==> src/rtl/bid_bank_mc.sv <==
// Per-channel credit bank: deduct on grant, saturating refill each epoch, load port.
// Optional BID_BANK_SPEND_EN adds a per-channel spent-this-epoch accumulator.
module bid_bank_mc #(
    parameter int N_CH     = 4,
    parameter int BAL_W    = 10,
    parameter int BID_W    = 4,
    parameter int INIT_BAL = 750,
    parameter int REFILL   = 750,
    parameter int MAX_BAL  = 900,
    parameter int MIN_BAL  = 1,
    parameter int PERIOD   = 400,
    localparam int CHW     = (N_CH > 1) ? $clog2(N_CH) : 1
) (
    input  logic                    clk,
    input  logic                    rst,
    input  logic [N_CH*BID_W-1:0]   bid,
    input  logic [N_CH-1:0]         granted,
    input  logic                    load_en,
    input  logic [CHW-1:0]          load_ch,
    input  logic [BAL_W-1:0]        load_val,
    output logic [N_CH*BAL_W-1:0]   balance,
    output logic [N_CH-1:0]         can_bid,
    output logic                    epoch_tick,
    output logic [15:0]             epoch_cnt
`ifdef BID_BANK_SPEND_EN
    ,
    output logic [N_CH*16-1:0]      spent
`endif
);

    localparam int CW = (PERIOD > 1) ? $clog2(PERIOD) : 1;

    localparam logic [BAL_W:0]   MAX_X = (BAL_W+1)'(MAX_BAL);
    localparam logic [BAL_W:0]   MIN_X = (BAL_W+1)'(MIN_BAL);
    localparam logic [BAL_W:0]   REF_X = (BAL_W+1)'(REFILL);
    localparam logic [BAL_W-1:0] MAX_L = BAL_W'(MAX_BAL);
    localparam logic [BAL_W-1:0] MIN_L = BAL_W'(MIN_BAL);

    logic [CW-1:0] cnt;
    logic          tick;

    assign tick       = (cnt == CW'(PERIOD - 1));
    assign epoch_tick = tick;

    always_ff @(posedge clk or negedge rst) begin
        if (!rst) begin
            cnt       <= '0;
            epoch_cnt <= '0;
        end else if (tick) begin
            cnt       <= '0;
            epoch_cnt <= epoch_cnt + 16'd1;
        end else begin
            cnt <= cnt + CW'(1);
        end
    end

    for (genvar i = 0; i < N_CH; i++) begin : g_ch
        logic [BAL_W-1:0] bal;
        logic [BAL_W:0]   cur;
        logic [BAL_W:0]   sum;
        logic [BAL_W:0]   r;
        logic [BAL_W:0]   b;
        logic [BAL_W:0]   thr;
        logic [BAL_W-1:0] ded;
        logic [BAL_W-1:0] ldc;
        logic [BAL_W-1:0] nxt;
        logic             hit;

        assign cur = {1'b0, bal};
        assign b   = (BAL_W+1)'(bid[i*BID_W +: BID_W]);
        // Extra bit keeps the refill sum from wrapping before the clamp.
        assign sum = cur + REF_X;
        assign r   = !tick ? cur : ((sum > MAX_X) ? MAX_X : sum);
        assign thr = r - MIN_X + (BAL_W+1)'(1);
        assign ded = !granted[i] ? BAL_W'(r)
                   : ((b >= thr) ? MIN_L : BAL_W'(r - b));
        assign ldc = (load_val < MIN_L) ? MIN_L
                   : ((load_val > MAX_L) ? MAX_L : load_val);
        assign hit = load_en && (32'(load_ch) == i);
        assign nxt = hit ? ldc : ded;

        always_ff @(posedge clk or negedge rst) begin
            if (!rst) bal <= BAL_W'(INIT_BAL);
            else      bal <= nxt;
        end

        assign balance[i*BAL_W +: BAL_W] = bal;
        assign can_bid[i] = (b < cur);

`ifdef BID_BANK_SPEND_EN
        logic [15:0]    sp;
        logic [BAL_W:0] dlt;
        logic [16:0]    acc;

        // A deduction in the tick cycle opens the next epoch's total.
        assign dlt = r - {1'b0, ded};
        assign acc = 17'(tick ? 16'd0 : sp) + 17'(dlt);

        always_ff @(posedge clk or negedge rst) begin
            if (!rst)     sp <= '0;
            else if (hit) sp <= '0;
            else          sp <= acc[16] ? 16'hFFFF : acc[15:0];
        end

        assign spent[i*16 +: 16] = sp;
`endif
    end

endmodule

==> config.mk <==
export PLATFORM = sky130hd
export DESIGN_NAME = bid_bank_mc
export DESIGN_NICKNAME = d
export VERILOG_FILES = /design/src/rtl/bid_bank_mc.sv
export SDC_FILE = /design/constraint.sdc
export NUM_CORES = 1
export LEC_CHECK = 0
export ABC_CLOCK_PERIOD_IN_PS = 4700
export CORE_MARGIN = 2
export CORE_UTILIZATION = 48
export DETAILED_ROUTE_END_ITERATION = 8
export PLACE_DENSITY = 0.72
export SLEW_MARGIN = 20
export SYNTH_ARGS = -nofsm -noshare
export SYNTH_HDL_FRONTEND = slang
export SYNTH_SLANG_ARGS = --single-unit
==> constraint.sdc <==
create_clock -name clk -period 4.7 [get_ports clk]
set_input_delay 1.175 -clock clk [delete_from_list [all_inputs] [get_ports clk]]
set_output_delay 1.175 -clock clk [all_outputs]
set_load 0.1 [all_outputs]
==> run summary <==
Area added between synthesis and finish - 21.5%
Cell count of the worst reg-to-reg path - 18
Max Clock Skew - 0.00609 ns
Setup CP Type - reg -> reg
Slew Limit Fails - 0
YS warnings - 0
Hold WC Path Type - reg -> reg
Synth top area share - 0.143
CTS root buffer - clkbuf_16
Largest stage delay, worst path - 0.60 ns
Clock Sink Count - 65
Die area - 0.0144 sq mm
Worst Path Max Fanout - 9
First-pass DRT Iterations - 5
Die W - 120 microns
CTS max path bufs - 2
CP endpoint kind - register
Post-DRT Antenna Nets - 0
Num rows - 42
Final net count - 970
Grt met1 use - 0.362
Pleak - 3.33 nW
Worst-path clk slew - 0.06 ns
CP Data Required Time - 4.96 ns
Count leader, synth - a21oi_1
Fin Setup TNS - 0 ns
Max-cap violations - 0
Initial drt markers - 386
Hold depth - 1
Post-cts hold buffer count - 0
Synth Instances - 804
Arrival time at the worst endpoint - 4.50 ns
ANT cells - 0
Initial antenna violation count - 0
Gr busiest metal - met2
Filler cell count - 1177
Clock Latency Late Sink - 0.34 ns
IO buf count - 95
WL/cell - 17.2 microns
Setup-failing EPs final - 0
FFs w/ async S/R, synth - 1.00
Met3 Track Usage GR - 0.0399
Hpwl dp - 13.7 mm
Util after Layout - 0.597
CP max-delay cell - dfstp_2
Run status - complete, no violations
Netlist area before placement - 0.00648 sq mm
H-tree depth - 3
Vias/cell - 6.05
Post-synth cell types - 84
Core Region - 0.0132 sq mm
Share of cells above drive strength 1 - 0.102
CTS tree - done
Placer congestion estimate - 0.970
Final Hold Fails - 0
Net count after synthesis - 893
Syn_area_per_cell - 8.05 sq um
Congestion Overflow GR - 0
Crit path cell chain - inv_1 -> ha_1 -> nand2b_1 -> a21oi_1 -> xnor2_1 -> o31ai_1 -> buf_4 -> nor3_1 -> a21oi_1 -> inv_1 -> fa_1 -> a21o_1 -> a21oi_1 -> nand2b_1 -> a211oi_1 -> xnor2_1 -> nand2_1 -> a21oi_1
Max_slew headroom - 0.325
Yosys reg bits - 65
Post-CTS setup buffers - 0
Synth area leader - dfrtp_1
Minimum clock period after layout - 4.24 ns
Main flop type after synthesis - dfrtp_1
Most frequent cell on the critical path - a21oi_1
Ports - 96
Synth top area cells - dfrtp_1 14%, dfstp_2 11%, ha_1 9.7%
WL final - 18.3 mm
Total Routing Usage GR - 0.262
Fin crit share - 0.903
Met2 GRT Util - 0.421
Peak supply drop - 596 uV
Detailed-route via count - 6424
Synth cell count leaders - 72 x a21oi_1, 71 x nand2_1, 65 x inv_1
CTS Buf Count - 9
Resize count post-CTS - 0
Slew @ Worst Pin - 1.01 ns
Pwr dens - 714 mW/mm^2
RSZ-0062 raised after global routing - false
Fmax - 0.236 GHz
Drt drc - 0
Largest net degree at the start of global routing - 39
Critical path depth - 18
Die H - 120 microns
Post-synth EDFFs - 0
CP Launch Type - register
Crit path max-delay family - compound AO/OA/AOI/OAI gates
Initial core utilization - 0.491
Sequential-to-total area share from yosys stat - 0.257
CP bufs+invs - 3
Vias in the first global route - 6157
Global-route wire length before repair - 30.5 mm
-- metrics by stage --
stage	instances	total power, mW	worst slack [ns]	hold WS [ns]	area (sq um)
after floorplan	804	4.11	0.292	0.448	6480
after global placement	1046	4.85	0.576	0.458	7580
after detailed placement	1046	4.93	0.510	0.456	7580
after CTS	1062	5.61	0.485	0.466	7870
after global routing	1062	5.97	0.157	0.474	7870
final	1062	5.62	0.458	0.466	7870
-- sequential cells by signal, summed over array words and instances, names as in the netlist --
signal / flops
cnt: 9
epoch_cnt: 16
g_ch.bal: 40
-- routing by layer --
layer / routed length (microns) / vias up / part of all wire
met4: 337 / 0 / 0.018
met2: 8550 / 249 / 0.47
met1: 8130 / 3085 / 0.44
met5: 0 / - / 0
li1: - / 3065 / -
met3: 1270 / 25 / 0.069
-- power by group --
part	leakage, nW	internal [mW]	switching (mW)
clock	0.135	0.367	0.288
sequential	0.770	0.813	0.423
combinational	2.42	1.23	2.49
-- cell usage in the layout, fill, tap and decap left out, types with 5 or more instances in the layout --
cell type        synthesis  routed
a21oi_1                 72      72
nor2_1                  51      51
nand3_1                 16      16
and3_1                   7       7
dfstp_2                 28      28
o31ai_1                  7       7
a2bb2oi_1                5       5
nand2_1                 71      71
nor4_1                   8       8
a31oi_1                 13      13
o21a_1                   9       9
dfrtp_1                 37      37
clkdlybuf4s50_1          0      89
o21ai_0                 44      43
clkbuf_16                0       9
o31a_1                   7       7
o21ai_1                  4       5
xor2_1                  19      19
or3_1                    5       5
a211oi_1                10      10
o22ai_1                 14      14
nor3_1                  18      18
nand2b_1                17      17
buf_4                    1      12
inv_1                   65      65
mux2i_1                  7       7
a21o_1                  16      16
a211o_1                  5       5
nand4_1                 12      12
xnor2_1                 37      37
ha_1                    50      50
buf_12                   0       5
nor2b_1                 12      12
-- cells by family after synthesis --
logic type	Yosys count	synth area share
AND/OR/NAND/NOR	256	0.205
flip-flops	65	0.257
AO/OA/AOI/OAI	258	0.272
adder cells (fa/ha/maj)	54	0.109
XOR/XNOR	56	0.0757
buffers and inverters	107	0.0690
multiplexers	8	0.0126
-- area by class of cell --
| class | count | area, sq um | share of cell area |
|---|---|---|---|
| well taps | 176 | 220 | 0.0280 |
| multi-input cells | 632 | 4370 | 0.555 |
| inverters | 66 | 249 | 0.0316 |
| clock buffers | 9 | 225 | 0.0286 |
| repair buffers | 107 | 1090 | 0.138 |
| clock inverters | 7 | 61.3 | 0.00779 |
| flip-flops and latches | 65 | 1660 | 0.211 |
-- path summary, 6_finish.rpt --
check,start,end,slack [ns]
worst max register to register,g_ch[0].bal[1],g_ch[0].bal[8],0.46
min in group asynchronous,rst,epoch_cnt[1],0.87
worst min-delay path,epoch_cnt[15],epoch_cnt[15],0.47
worst min register to register,epoch_cnt[15],epoch_cnt[15],0.47
max in group asynchronous,rst,g_ch[2].bal[7],2.86
worst max-delay path,g_ch[0].bal[1],g_ch[0].bal[8],0.46
Note: power is estimated with default switching activity, not from simulation.
